==> src/rtl/clock_pkg.sv <==
// Shared definitions for the alarm-clock time-setting logic: FSM state type,
// field moduli and the (non-leap) month-length table.
package clock_pkg;

    typedef enum logic [3:0] {
        IDLE,
        CHECK,
        MONTH,
        DATE,
        DAY,
        HRS,
        MIN,
        PULSE,
        DONE,
        ERR
    } state_t;

    localparam int MIN_N   = 60;
    localparam int HRS_N   = 24;
    localparam int DAY_N   = 7;
    localparam int DATE_N  = 31;
    localparam int MONTH_N = 12;

    // Zero-based month index; out-of-range months report a length of 0.
    function automatic logic [4:0] month_days(input logic [6:0] m);
        logic [4:0] len;
        case (m)
            7'd0:    len = 5'd31;
            7'd1:    len = 5'd28;
            7'd2:    len = 5'd31;
            7'd3:    len = 5'd30;
            7'd4:    len = 5'd31;
            7'd5:    len = 5'd30;
            7'd6:    len = 5'd31;
            7'd7:    len = 5'd31;
            7'd8:    len = 5'd30;
            7'd9:    len = 5'd31;
            7'd10:   len = 5'd30;
            7'd11:   len = 5'd31;
            default: len = 5'd0;
        endcase
        return len;
    endfunction

endpackage

==> src/rtl/month_len.sv <==
// Combinational month-length lookup, shared by target validation and the
// date counter's wrap point.
module month_len
    import clock_pkg::*;
(
    input  logic [6:0] month,
    output logic [4:0] len
);

    assign len = month_days(month);

endmodule

==> src/rtl/time_set_driver.sv <==
// Automatic time-setting initiator: steps the clock's manual set strobes until
// every live field equals the latched target. Optional TSET_TIMEOUT_EN adds a stuck-counter timeout.
module time_set_driver
    import clock_pkg::*;
(
    input  logic       clk,
    input  logic       rst,
    input  logic       start,
    input  logic [6:0] tgt_min,
    input  logic [6:0] tgt_hrs,
    input  logic [6:0] tgt_day,
    input  logic [6:0] tgt_date,
    input  logic [6:0] tgt_month,
    input  logic [6:0] cur_min,
    input  logic [6:0] cur_hrs,
    input  logic [6:0] cur_day,
    input  logic [6:0] cur_date,
    input  logic [6:0] cur_month,
    output logic       Timeset,
    output logic       Minadv,
    output logic       Hrsadv,
    output logic       Dayadv,
    output logic       Dateadv,
    output logic       Monthadv,
    output logic       busy,
    output logic       done,
    output logic       err,
    output state_t     dbg_state
);

    // Handshake: start is sampled only in IDLE; busy rises the cycle after
    // acceptance and stays high through the DONE/ERR cycle; done and err are
    // single-cycle pulses, exactly one of them per accepted start.

    state_t     state;
    state_t     ret_state;
    logic [6:0] tgt_min_q, tgt_hrs_q, tgt_day_q, tgt_date_q, tgt_month_q;
    logic [4:0] tgt_month_len;
    logic       tgt_invalid;
    logic [6:0] cur_sel, tgt_sel;
    state_t     next_field;

    assign dbg_state = state;

    month_len u_month_len (
        .month (tgt_month_q),
        .len   (tgt_month_len)
    );

    assign tgt_invalid = (tgt_min_q   >= 7'(MIN_N))   ||
                         (tgt_hrs_q   >= 7'(HRS_N))   ||
                         (tgt_day_q   >= 7'(DAY_N))   ||
                         (tgt_month_q >= 7'(MONTH_N)) ||
                         (tgt_date_q  >= {2'b00, tgt_month_len});

`ifdef TSET_TIMEOUT_EN
    logic [5:0] steps;
    logic [5:0] mod_sel;
`endif

    // Field mux: the live/target pair and successor for the current field state.
    always_comb begin
        cur_sel    = cur_min;
        tgt_sel    = tgt_min_q;
        next_field = DONE;
`ifdef TSET_TIMEOUT_EN
        mod_sel    = 6'(MIN_N);
`endif
        case (state)
            MONTH: begin
                cur_sel    = cur_month;
                tgt_sel    = tgt_month_q;
                next_field = DATE;
`ifdef TSET_TIMEOUT_EN
                mod_sel    = 6'(MONTH_N);
`endif
            end
            DATE: begin
                cur_sel    = cur_date;
                tgt_sel    = tgt_date_q;
                next_field = DAY;
`ifdef TSET_TIMEOUT_EN
                mod_sel    = 6'(DATE_N);
`endif
            end
            DAY: begin
                cur_sel    = cur_day;
                tgt_sel    = tgt_day_q;
                next_field = HRS;
`ifdef TSET_TIMEOUT_EN
                mod_sel    = 6'(DAY_N);
`endif
            end
            HRS: begin
                cur_sel    = cur_hrs;
                tgt_sel    = tgt_hrs_q;
                next_field = MIN;
`ifdef TSET_TIMEOUT_EN
                mod_sel    = 6'(HRS_N);
`endif
            end
            default: ;
        endcase
    end

    // Outputs are registered from the next state, so they line up with it.
    always_ff @(posedge clk or posedge rst) begin
        if (rst) begin
            state       <= IDLE;
            ret_state   <= IDLE;
            tgt_min_q   <= '0;
            tgt_hrs_q   <= '0;
            tgt_day_q   <= '0;
            tgt_date_q  <= '0;
            tgt_month_q <= '0;
            Timeset     <= 1'b0;
            Minadv      <= 1'b0;
            Hrsadv      <= 1'b0;
            Dayadv      <= 1'b0;
            Dateadv     <= 1'b0;
            Monthadv    <= 1'b0;
            busy        <= 1'b0;
            done        <= 1'b0;
            err         <= 1'b0;
`ifdef TSET_TIMEOUT_EN
            steps       <= '0;
`endif
        end else begin
            Minadv   <= 1'b0;
            Hrsadv   <= 1'b0;
            Dayadv   <= 1'b0;
            Dateadv  <= 1'b0;
            Monthadv <= 1'b0;
            done     <= 1'b0;
            err      <= 1'b0;
            case (state)
                IDLE: begin
                    if (start) begin
                        tgt_min_q   <= tgt_min;
                        tgt_hrs_q   <= tgt_hrs;
                        tgt_day_q   <= tgt_day;
                        tgt_date_q  <= tgt_date;
                        tgt_month_q <= tgt_month;
                        state       <= CHECK;
                        Timeset     <= 1'b1;
                        busy        <= 1'b1;
                    end
                end
                CHECK: begin
                    if (tgt_invalid) begin
                        state   <= ERR;
                        Timeset <= 1'b0;
                        err     <= 1'b1;
                    end else begin
                        state <= MONTH;
`ifdef TSET_TIMEOUT_EN
                        steps <= '0;
`endif
                    end
                end
                MONTH, DATE, DAY, HRS, MIN: begin
                    if (cur_sel == tgt_sel) begin
                        state <= next_field;
`ifdef TSET_TIMEOUT_EN
                        steps <= '0;
`endif
                        if (next_field == DONE) begin
                            Timeset <= 1'b0;
                            done    <= 1'b1;
                        end
                    end
`ifdef TSET_TIMEOUT_EN
                    else if (steps >= mod_sel) begin
                        state   <= ERR;
                        Timeset <= 1'b0;
                        err     <= 1'b1;
                    end
`endif
                    else begin
                        state     <= PULSE;
                        ret_state <= state;
`ifdef TSET_TIMEOUT_EN
                        steps     <= steps + 6'd1;
`endif
                        Monthadv  <= (state == MONTH);
                        Dateadv   <= (state == DATE);
                        Dayadv    <= (state == DAY);
                        Hrsadv    <= (state == HRS);
                        Minadv    <= (state == MIN);
                    end
                end
                PULSE: state <= ret_state;
                DONE, ERR: begin
                    state <= IDLE;
                    busy  <= 1'b0;
                end
                default: begin
                    state   <= IDLE;
                    Timeset <= 1'b0;
                    busy    <= 1'b0;
                end
            endcase
        end
    end

endmodule

==> config.mk <==
export PLATFORM = sky130hd
export DESIGN_NAME = time_set_driver
export DESIGN_NICKNAME = d
export VERILOG_FILES = /design/src/rtl/clock_pkg.sv /design/src/rtl/month_len.sv /design/src/rtl/time_set_driver.sv
export SDC_FILE = /design/constraint.sdc
export NUM_CORES = 1
export LEC_CHECK = 0
export ABC_CLOCK_PERIOD_IN_PS = 5900
export CORE_MARGIN = 1
export CORE_UTILIZATION = 30
export DETAILED_ROUTE_END_ITERATION = 6
export GPL_TIMING_DRIVEN = 0
export PLACE_DENSITY = 0.53
export SLEW_MARGIN = 20
export SYNTH_ARGS = -nofsm -noshare
export SYNTH_HDL_FRONTEND = slang
export SYNTH_HIERARCHICAL = 1
export SYNTH_SLANG_ARGS = --single-unit
==> constraint.sdc <==
create_clock -name clk -period 5.9 [get_ports clk]
set_input_delay 1.18 -clock clk [delete_from_list [all_inputs] [get_ports clk]]
set_output_delay 1.18 -clock clk [all_outputs]
set_load 0.01 [all_outputs]
Word level (Yosys, flattened, before mapping)
Memory sizes are Yosys's and may differ from the RTL's.
Index checks and enable logic that the tools add are counted.

storage, ports and cells
  bits in registers = 52
  latch bits = 0
  bits in writable memories = 0
  ROM bits = 80
  input port bits = 73
  output and inout bits = 13
  logic and storage cells = 82
  memories = 1

memory list
  name             words  bits a word  read ports  clocked after memory_dff  wr ports  line             source
  (no name shown)  16     5            1           0                         0         clock_pkg.sv:27  case (m)

cells by class
  add/sub/neg operators = 0
  multipliers = 0
  div/mod/pow operators = 0
  order comparisons = 5
  equal/unequal tests = 15
  shifts and indexed selects = 0
  muxes and demuxes = 29
  bitwise operators = 3
  reductions and logical operators = 13

operator list
  kind                count
  $pmux 7 s4          2
  $pmux 4 s4          2
  $mux 1              19
  $eq 4x3->1 const B  4
  $eq 4x4->1 const B  3
  $mux 4              3
  $eq 4x2->1 const B  2
  $ne 2x2->1 const B  4
  $eq 7x7->1          1
  $ge 7x3->1 const B  1
  $ge 7x4->1 const B  1
  $ge 7x5->1          1
  $ge 7x5->1 const B  1
  $ge 7x6->1 const B  1
  $reduce_or 7->1     1
  $reduce_and 2->1    3
  $mux 5              1
  $reduce_and 5->1    1
  $reduce_or 5->1     1
  $eq 4x1->1 const B  1
  $logic_not 4->1     1
  $logic_or 1x1->1    4
  $pmux 1 s4          1
  $logic_not 3->1     1
  3 further kinds     5

Depth between registers and ports, before layout
Gate-level depths: netlist of run 1.

  depth after elaboration = 7
  mapped depth = 11
  mapped depth without buffers = 10

Hierarchy
Netlist of run 1, hierarchy kept.

by module, submodules not included
  module           times used  cells each  area an instance (µm²)  seq. area each (µm²)
  time_set_driver  1           262         2910.3                  1301.2
  month_len        1           8           81.3                    0.0

Least setup slack after synthesis of run 1
OpenSTA, ideal clock, no wires.

  path kind = input to register
  from = input cur_month[3]
  to = register ret_state[1]
  setup time = 125 ps
  arrival time = 3057 ps
  required time = 5775 ps
  path slack = 2718 ps
  stages = 7
  path buffers = 0
  path through = or4b_2 o31ai_1 o21a_1 a21oi_1 a2111o_1 o22ai_4 mux2_4

on the way
  longest elaborated chain between the ends = 4

RTL lines
  element                     line                    source
  from (decl)                 time_set_driver.sv:18   input logic [6:0] cur_month,
  $pmux 7 s4                  time_set_driver.sv:69   case (state)
  $eq 7x7->1                  time_set_driver.sv:162  if (cur_sel == tgt_sel) begin
  $not 1->1 (no line)         -
  $reduce_and 2->1 (no line)  -
  to (signal assigned)        time_set_driver.sv:181  ret_state <= state;
  to (decl)                   time_set_driver.sv:36   state_t ret_state;

Every way passes these cells.
A chain may end at the register's enable or synchronous reset.

Worst setup path in the final report of run 1
  from = input cur_month[3]
  to = register ret_state[2]

Same word-level chain as after synthesis.

==> results of run 1 <==
-- kinds of logic after synthesis --
family	after synthesis
AND/OR/NAND/NOR	59
AO/OA/AOI/OAI	59
XOR/XNOR	6
multiplexers	62
buffers and inverters	27
flip-flops	52
adder cells (fa/ha/maj)	5
-- cell usage in the layout, fill, tap and decap left out, types with 2 or more instances in the layout --
cell,netlist,final
nor2_1,8,8
nand2b_1,5,5
a21oi_1,23,23
clkbuf_8,0,5
xnor2_1,2,2
o211ai_1,3,3
mux2i_1,20,20
or3b_1,2,2
nand2_1,8,8
nand4_1,3,3
or3_1,5,5
and2_1,3,3
mux2_4,3,3
buf_4,5,5
o22ai_1,3,3
and4_1,2,2
inv_1,10,9
dfrtp_1,52,52
nor3_1,7,7
a311oi_1,2,2
o31ai_1,4,4
clkdlybuf4s50_1,0,85
ha_1,5,5
mux2_2,39,39
nor4_1,8,8
buf_2,5,5
a211oi_1,2,2
xor2_1,4,4
clkbuf_1,5,6
o21ai_0,7,7
a31oi_1,3,3
-- sequential cells by signal, indices dropped and copies added, names as in the netlist, 4 cells and up --
| name | count |
|---|---|
| dbg_state | 4 |
| tgt_hrs_q | 7 |
| tgt_month_q | 7 |
| tgt_day_q | 7 |
| tgt_min_q | 7 |
| tgt_date_q | 7 |
| ret_state | 4 |
-- final cells by class --
class	instances	area (um2)	area share [%]
Sequential cell	52	1301	31.82
Buffer	16	85.08	2.081
Clock inverter	1	5.005	0.1224
Multi-Input combinational cell	191	1564	38.25
Clock buffer	6	72.57	1.775
Tap cell	133	166.4	4.070
Inverter	11	43.79	1.071
Timing Repair Buffer	85	850.8	20.81
-- metal layers --
| layer | vias up | wire (um) | part of all wire (%) |
|---|---|---|---|
| li1 | 1192 | - | - |
| met1 | 1203 | 3614 | 46 |
| met4 | 0 | 119 | 1.5 |
| met5 | - | 0 | 0 |
| met3 | 12 | 344 | 4.3 |
| met2 | 71 | 3856 | 49 |
-- metrics by stage --
stage	area, um2	setup slack [ns]
floorplan	2992	2.718
global placement	4009	2.178
detailed placement	4011	2.176
CTS	4089	2.490
global route	4089	2.400
finish	4089	2.493
-- power by group through the flow --
stage / Clock [uW] / Sequential (uW) / Combinational [uW]
global route: 218 / 692 / 1170
detailed placement: 0 / 675 / 1060
CTS: 204 / 667 / 1070
floorplan: 0 / 633 / 768
global placement: 0 / 672 / 1040
finish: 195 / 668 / 1060
-- path summary, 6_finish.rpt --
kind / start / end / slack, ns / cells past startpoint
hold / removal: ret_state[3] / ret_state[3] / 0.51 / 1
min in group asynchronous: rst / tgt_month_q[0] / 1.31 / 2
max in group asynchronous: rst / tgt_day_q[1] / 4.13 / 2
setup reg to reg: tgt_month_q[3] / dbg_state[3] / 2.85 / 10
hold reg to reg: ret_state[3] / ret_state[3] / 0.51 / 1
setup / recovery: cur_month[3] / ret_state[2] / 2.49 / 8
==> impl_metrics.csv, run 1 <==
group,metric,value,unit
final_layout,syn_to_final_growth,36.68,%
clock_network,htreeDepth,2,
power_and_ir_drop,p_leak,0.001846,uW
placed_design,dpl.hpwl,6075,um
synth,synth_top_area_share,43.50,%
clock_network,cts_tree,"built",
synth,synth_top_flop_cell,"dfrtp_1",
synth,synth_top_family_by_area,"multiplexers",
placed_design,dp.cells,488,
global_routing,busiest_layer,"met2",
synth,yosysMostFrequentCell,"dfrtp_1",
synth,synth.distinct_cells,51,
clock_network,clock_sinks,52,
final_layout,antenna_cells,0,
power_and_ir_drop,power_density,469.9,nW/um2
timing,rsz0062_at_grt,"false",
synth,syn_area_per_cell,11.08,um2
final_layout,nFillCells,1016,
synth,ys_warn_count,6,
timing,hold_violations,0,
die,die_h,101.9,um
die,die_w,101.9,um
global_routing,grt_pass1_vias,2440,
power_and_ir_drop,p_seq_share,34.7,%
clock_network,cts_buffers,5,
placed_design,globalplace.congestion,0.8111,
clock_network,ctsResizeCount,0,
routing,drcViolationCount,0,
critical_path,arrival,3.60,ns
routing,ant_nets,0,
global_routing,gr-usage-met3,2.736,%
synth,synth_xor_area_share,1.757,%
routing,drt_iter0_drc,59,
timing,max_freq,0.2935,GHz
power_and_ir_drop,intPower,1143,uW
synth,syn_inst,270,
routing,detail_route.vias_per_cell,5.006,
clock_network,cts.reportedPaths.clkPinSlew,0.09,ns
synth,synthTopCellsByCount,"dfrtp_1, mux2_2, a21oi_1",
die,core-area,9729,um2
synth,ys_async_sr_fraction,100.0,%
routing,drt_wl_total,7934,um
synth,synth-seq-cells,52,
timing,hold_ws,0.5122,ns
timing,worstMarginPinSlew,0.6611,ns
clock_network,cts_buffer_depth,2,
synth,synth_top_area_cell,"dfrtp_1",
hold_path,hold_class,"reg2reg",
final_layout,finalCoreUtilization,42.03,%
timing,layout_min_cycle_time,3.407,ns
outcome,status,"complete, no violations",
timing,post-route-period-util,57.75,%
routing,vias,2478,
clock_network,ctsHoldBuffers,0,
timing,max_slew_margin,55.92,%
final_layout,layout.nets,440,
power_and_ir_drop,swShare,40.53,%
placed_design,io_buffers,85,
power_and_ir_drop,total_power,1921,uW
synth,synth_fp_nets,348,
die,io_pins,86,
die,start_util,30.75,%
global_routing,grtUsageMet1,21.08,%
clock_network,clkLatencyLatePin,0.30,ns
critical_path,path_cells,"clkdlybuf4s50_1 -> or4b_2 -> o31ai_1 -> o21a_1 -> a21oi_1 -> a2111o_1 -> o22ai_4 -> mux2_4",
critical_path,end_kind,"register",
timing,slew_viol_final,0,
synth,yosysSeqAreaShare,43.50,%
global_routing,grt.met2_usage,27.34,%
power_and_ir_drop,clkPwrFrac,10.2,%
critical_path,crit_buf_inv,1,
global_routing,grt-ovfl-total,0,
critical_path,worstPathMaxFanout,7,
synth,synth_edf_count,0,
synth,ys_top_cells_by_area,"dfrtp_1, mux2_2, mux2i_1",
global_routing,grt_max_degree,53,
synth,post_synth_and_or_nand_nor_area_fraction,11.84,%
synth,synth_compound_area_share,13.72,%
timing,finalSetupViolations,0,
synth,synth_area,2992,um2
die,die-area,10380,um2
critical_path,slowest_delay,0.61,ns
global_routing,antenna_found_initial,0,
critical_path,worstSetupPathType,"in2reg",
critical_path,slowest_stage,"or4b_2",
global_routing,grt_usage,16.06,%
synth,synthAdderAreaFrac,2.091,%
critical_path,start_kind,"primary input",
routing,post_drt_wl_per_cell,16.03,um
power_and_ir_drop,p_sw,778.7,uW
job,drv_cap,0,
power_and_ir_drop,vdd_drop_max,147.3,uV
timing,skew,0.004645,ns
clock_network,root_buffer,"clkbuf_8",
die,placementRows,36,
final_layout,drive_gt1_share,17.96,%
synth,synthMuxAreaShare,22.88,%
critical_path,required,6.09,ns
global_routing,grt_pass1_wl,12600,um
power_and_ir_drop,comb_power_share,55.1,%
critical_path,critPathTopFamily,"compound AO/OA/AOI/OAI gates",
routing,first_pass_iters,4,
clock_network,cts_setup_buffers,0,
timing,tns,0,ns
final_layout,fin_cells,495,
Note: power is estimated with default switching activity, not from simulation.
==> run 2, diff against run 1 <==
--- a/config.mk
+++ b/config.mk
@@ -5,12 +5,12 @@
 export SDC_FILE = /design/constraint.sdc
 export NUM_CORES = 1
 export LEC_CHECK = 0
-export ABC_CLOCK_PERIOD_IN_PS = 5900
+export ABC_CLOCK_PERIOD_IN_PS = 2990
 export CORE_MARGIN = 1
 export CORE_UTILIZATION = 30
 export DETAILED_ROUTE_END_ITERATION = 6
 export GPL_TIMING_DRIVEN = 0
-export PLACE_DENSITY = 0.53
+export PLACE_DENSITY = 0.55
 export SLEW_MARGIN = 20
 export SYNTH_ARGS = -nofsm -noshare
 export SYNTH_HDL_FRONTEND = slang
==> constraint.sdc (replaced) <==
create_clock -name clk -period 2.99 [get_ports clk]
set_input_delay 0.598 -clock clk [delete_from_list [all_inputs] [get_ports clk]]
set_output_delay 0.598 -clock clk [all_outputs]
set_load 0.01 [all_outputs]
==> run 2 against run 1 <==
  * Global-route usage increased by 0.077 points
  * Via count increased by 1.1%
  * Cell count is 2.6% higher
  * Sequential cell count did not move
  * First-iteration DRC count is 25% lower
  * Register-to-register slack lost 2.8 ns
  * Highest routed layer unchanged
  * Clock power is 150% higher
  * Routed wire length grew 1.8%
  * Critical path depth unchanged
==> impl_metrics.csv, run 2 (synthesis gave the netlist of run 1 again) <==
group,metric,value,unit
outcome,status,"complete, no violations",
die,start_util,30.75,%
critical_path,path_cells,"or3b_4 -> buf_6 -> or3_1 -> o211ai_1 -> a31oi_1 -> a2111o_1 -> o22ai_4 -> mux2_4",
placed_design,dpl.hpwl,6068,um
final_layout,final-seq-area,1304,um2
timing,hold_ws,0.5061,ns
final_layout,multi_input_area,1585,um2
timing,hold_violations,0,
placed_design,dp.cells,488,
power_and_ir_drop,p_seq_share,32.1,%
power_and_ir_drop,comb_power_share,56.1,%
global_routing,grt-ovfl-total,0,
die,die_h,101.9,um
global_routing,grt_pass1_wl,12680,um
die,core-area,9729,um2
power_and_ir_drop,power_density,964.4,nW/um2
critical_path,reg2reg_slack,0.07,ns
die,die_w,101.9,um
hold_path,hold_class,"reg2reg",
clock_network,clkLatencyLatePin,0.31,ns
routing,detail_route.vias_per_cell,4.931,
global_routing,grt_usage,16.14,%
routing,ant_nets,0,
die,die-area,10380,um2
critical_path,worstSetupPathType,"reg2reg",
die,io_pins,86,
routing,post_drt_wl_per_cell,15.90,um
timing,layout_min_cycle_time,2.917,ns
placed_design,dpl_cell_area,4011,um2
final_layout,syn_to_final_growth,42.37,%
clock_network,root_buffer,"clkbuf_8",
power_and_ir_drop,p_sw,1600,uW
clock_network,cts_buffer_depth,2,
placed_design,globalplace.congestion,0.8467,
timing,skew,0.007040,ns
timing,rsz0062_at_grt,"true",
timing,slew_viol_final,0,
final_layout,drive_gt1_share,22.93,%
clock_network,htreeDepth,2,
final_layout,layout_commonest_cell,"clkdlybuf4s50_1",
final_layout,antenna_cells,0,
clock_network,cts_buffers,5,
critical_path,end_kind,"register",
final_layout,design_area,4259,um2
power_and_ir_drop,vdd_drop_max,398.3,uV
critical_path,slowest_delay,0.51,ns
routing,drt_wl_total,8078,um
power_and_ir_drop,swShare,38.96,%
routing,first_pass_iters,4,
clock_network,clock_sinks,52,
critical_path,required,3.19,ns
power_and_ir_drop,intPower,2507,uW
final_layout,fin_cells,508,
global_routing,antenna_found_initial,0,
clock_network,ctsHoldBuffers,0,
timing,finalSetupViolations,0,
critical_path,slowest_stage,"a2111o_1",
critical_path,start_kind,"register",
timing,tns,0,ns
clock_network,cts.reportedPaths.clkPinSlew,0.09,ns
timing,post-route-period-util,97.57,%
routing,drcViolationCount,0,
global_routing,grt_pass1_vias,2453,
final_layout,layout.nets,452,
critical_path,worstPathMaxFanout,7,
global_routing,grt_max_degree,53,
routing,drt_iter0_drc,44,
final_layout,final_cell_mix,"clkdlybuf4s50_1, dfrtp_1, mux2_2",
critical_path,arrival,3.11,ns
power_and_ir_drop,clkPwrFrac,11.8,%
die,placementRows,36,
timing,max_freq,0.3428,GHz
final_layout,nFillCells,968,
placed_design,io_buffers,85,
power_and_ir_drop,p_leak,0.001922,uW
routing,vias,2505,
clock_network,cts_tree,"built",
job,drv_cap,0,
timing,max_slew_margin,57.05,%
timing,worstMarginPinSlew,0.6443,ns
==> run 2: final cells by class <==
type                    instances  share of cell area, %
clock buffers                   6                  1.704
well taps                     133                  3.907
clock inverters                 2                 0.8226
repair buffers                 97                  22.18
flip-flops and latches         52                  30.61
plain buffers                  16                  2.526
inverters                      11                  1.028
multi-input cells             191                  37.22
==> run 2: worst paths after layout <==
path,start,end,depth (start not counted)
worst max-delay path,dbg_state[3],ret_state[2],8
max in group asynchronous,rst,dbg_state[3],2
min in group asynchronous,rst,tgt_month_q[0],2
worst min-delay path,ret_state[3],ret_state[3],1
worst max register to register,dbg_state[3],ret_state[2],8
worst min register to register,ret_state[3],ret_state[3],1
==> run 2: what timing repair did <==
item,in CTS,in global routing
endpoints found under the setup margin,3,9
gates resized for setup,1,19
buffers inserted,2,10
pin swaps,2,12
==> run 2: critical path: cells and delay by family (launching register included) <==
family | cells | cell delay (ns)
buffers and inverters | 1 | 0.14
multiplexers | 1 | 0.34
AO/OA/AOI/OAI | 4 | 1.12
AND/OR/NAND/NOR | 2 | 0.73
flip-flops | 1 | 0.47
==> run 2: stage by stage <==
stage	util, %	setup WS [ns]	total power (uW)
finish	43.78	0.07256	4108
global route	43.78	-0.02498	4431
CTS	42.49	0.03490	3972
detailed placement	41.23	-0.1357	3417
global placement	41.20	-0.1454	3382
floorplan	-	0.3636	2764
==> run 2: power by group through the flow <==
stage          registers, uW  logic, uW  clock network [uW]
6_report                1320       2300                 486
4_1_cts                 1320       2150                 505
2_1_floorplan           1250       1510                   0
3_5_place_dp            1330       2080                   0
5_1_grt                 1370       2540                 524
3_3_place_gp            1320       2060                   0
==> run 2: per-layer routing <==
layer / global-route usage (%) / vias up / share of wire (%)
met5: 0 / - / 0
met4: 3.187 / 0 / 0.83
met3: 2.873 / 7 / 4.6
met2: 27.91 / 71 / 48
met1: 21.28 / 1216 / 46
li1: - / 1211 / -
==> run 3, diff against run 2 <==
--- a/config.mk
+++ b/config.mk
@@ -11,7 +11,6 @@
 export DETAILED_ROUTE_END_ITERATION = 6
 export GPL_TIMING_DRIVEN = 0
 export PLACE_DENSITY = 0.55
-export SLEW_MARGIN = 20
 export SYNTH_ARGS = -nofsm -noshare
 export SYNTH_HDL_FRONTEND = slang
 export SYNTH_HIERARCHICAL = 1
==> run 3 against run 2 <==
  * Sequential cell count unchanged
  * Non-clock buffer count increased by 1
  * Sequential power about the same
  * Power increased by 4.3%
  * Core utilization increased by 0.66 points
  * Final area increased by 1.5%
  * Fmax increased by 1.0%
  * Cell count increased by 0.20%
  * Clock skew about the same
  * Global-route usage decreased by 0.23 points
  * Critical path type unchanged
  * Largest power group unchanged
  * Highest routed layer unchanged
==> impl_metrics.csv, run 3 (synthesis gave the netlist of run 1 again) <==
group,metric,value,unit
clock_network,cts_buffer_depth,2,
power_and_ir_drop,power_density,991.3,nW/um2
power_and_ir_drop,p_leak,0.001953,uW
timing,hold_violations,0,
hold_path,hold_class,"reg2reg",
timing,finalSetupViolations,0,
timing,tns,0,ns
routing,drt_iter0_drc,65,
die,placementRows,36,
routing,wl_met1,3768,um
critical_path,slowest_delay,0.50,ns
timing,max_freq,0.3462,GHz
placed_design,globalplace.congestion,0.8467,
global_routing,grt_max_degree,28,
routing,drcViolationCount,0,
routing,drt_wl_total,8037,um
global_routing,grt-ovfl-total,0,
final_layout,design_area,4323,um2
timing,max_slew_margin,57.69,%
clock_network,htreeDepth,2,
critical_path,worstSetupPathType,"reg2reg",
placed_design,io_buffers,85,
timing,layout_min_cycle_time,2.888,ns
critical_path,path_cells,"or3b_4 -> buf_6 -> or3_1 -> o211ai_1 -> a31oi_1 -> a2111o_1 -> o22ai_4 -> mux2_4",
clock_network,clock_sinks,52,
critical_path,worstPathMaxFanout,8,
final_layout,layout_commonest_cell,"clkdlybuf4s50_1",
global_routing,antenna_found_initial,0,
placed_design,dp.cells,489,
clock_network,ctsHoldBuffers,0,
clock_network,cts_tree,"built",
final_layout,drive_gt1_share,23.14,%
job,drv_cap,0,
clock_network,clkLatencyLatePin,0.30,ns
timing,skew,0.007097,ns
outcome,status,"complete, no violations",
final_layout,final_cell_mix,"clkdlybuf4s50_1, dfrtp_1, mux2_2",
die,io_pins,86,
power_and_ir_drop,vdd_drop_max,398.5,uV
timing,slew_viol_final,0,
die,die-area,10380,um2
die,start_util,30.75,%
critical_path,arrival,3.08,ns
timing,rsz0062_at_grt,"false",
timing,post-route-period-util,96.60,%
global_routing,grt_pass1_wl,12500,um
routing,vias,2500,
final_layout,antenna_cells,0,
global_routing,grt_usage,15.91,%
critical_path,end_kind,"register",
timing,worstMarginPinSlew,0.6346,ns
routing,ant_nets,0,
routing,post_drt_wl_per_cell,15.79,um
clock_network,cts.reportedPaths.clkPinSlew,0.10,ns
final_layout,syn_to_final_growth,44.50,%
power_and_ir_drop,total_power,4285,uW
routing,detail_route.vias_per_cell,4.912,
final_layout,fin_cells,509,
critical_path,slowest_stage,"a2111o_1",
final_layout,layout.nets,453,
die,die_w,101.9,um
critical_path,start_kind,"register",
die,core-area,9729,um2
clock_network,root_buffer,"clkbuf_8",
placed_design,dpl_cell_area,4029,um2
critical_path,required,3.18,ns
routing,wl_met3,369,um
placed_design,dpl.hpwl,6192,um
final_layout,nFillCells,962,
routing,wl_met2,3830,um
global_routing,grt_pass1_vias,2429,
routing,first_pass_iters,4,
routing,routed.top_layer,"met4",
final_layout,finalCoreUtilization,44.43,%
clock_network,cts_buffers,5,
die,die_h,101.9,um
[run 3: cell count changes in the layout (fill, tap and decap cells not counted), sizes merged]
cell    change
bufinv      +2
buf         +1
clkbuf      -1
clkinv      -1
[run 3: routing by layer]
layer	up-vias	global-route usage, %
met1	1216	21.32
met4	0	3.956
li1	1217	-
met3	4	2.736
met5	-	0
met2	63	26.77
[run 3: path summary, 6_finish.rpt]
check | slack (ns) | end | cells past startpoint | startpoint
setup / recovery | 0.10 | ret_state[2] | 8 | dbg_state[3]
setup reg to reg | 0.10 | ret_state[2] | 8 | dbg_state[3]
hold reg to reg | 0.51 | ret_state[3] | 1 | ret_state[3]
hold / removal | 0.51 | ret_state[3] | 1 | ret_state[3]
min in group asynchronous | 0.67 | tgt_month_q[0] | 2 | rst
max in group asynchronous | 1.77 | dbg_state[1] | 3 | rst
[run 3: area by class of cell]
class                           instances  area (um2)  area share [%]
Timing Repair Buffer                   98       964.7           22.32
Clock inverter                          3       90.09           2.084
Multi-Input combinational cell        191        1580           36.56
Tap cell                              133       166.4           3.849
Buffer                                 16       107.6           2.489
Inverter                               11       41.29          0.9551
Clock buffer                            5       68.82           1.592
Sequential cell                        52        1304           30.16
[run 3: through the flow]
step / hold WS, ns / setup WS, ns
after floorplan: 0.4504 / 0.3636
after global placement: 0.4877 / -0.1454
after detailed placement: 0.4970 / -0.1479
after CTS: 0.5218 / 0.001504
after global routing: 0.5313 / 0.002009
final: 0.5107 / 0.1015
[run 3: critical path: cells and delay by family (launching register included)]
family	cells	cell delay (ns)
simple gates	2	0.76
flops	1	0.47
mux	1	0.33
buf+inv	1	0.14
compound gates	4	1.07
[run 3: where the power goes]
part	switching, uW	total, uW	internal [uW]
logic	1060	2310	1250
registers	305	1320	1020
clock network	237	656	418
[run 3: repair_timing]
action / in CTS / in global routing
gates resized for setup: 0 / 19
pin swaps: 1 / 12
setup endpoints to repair: 1 / 10
setup buffers: 0 / 12
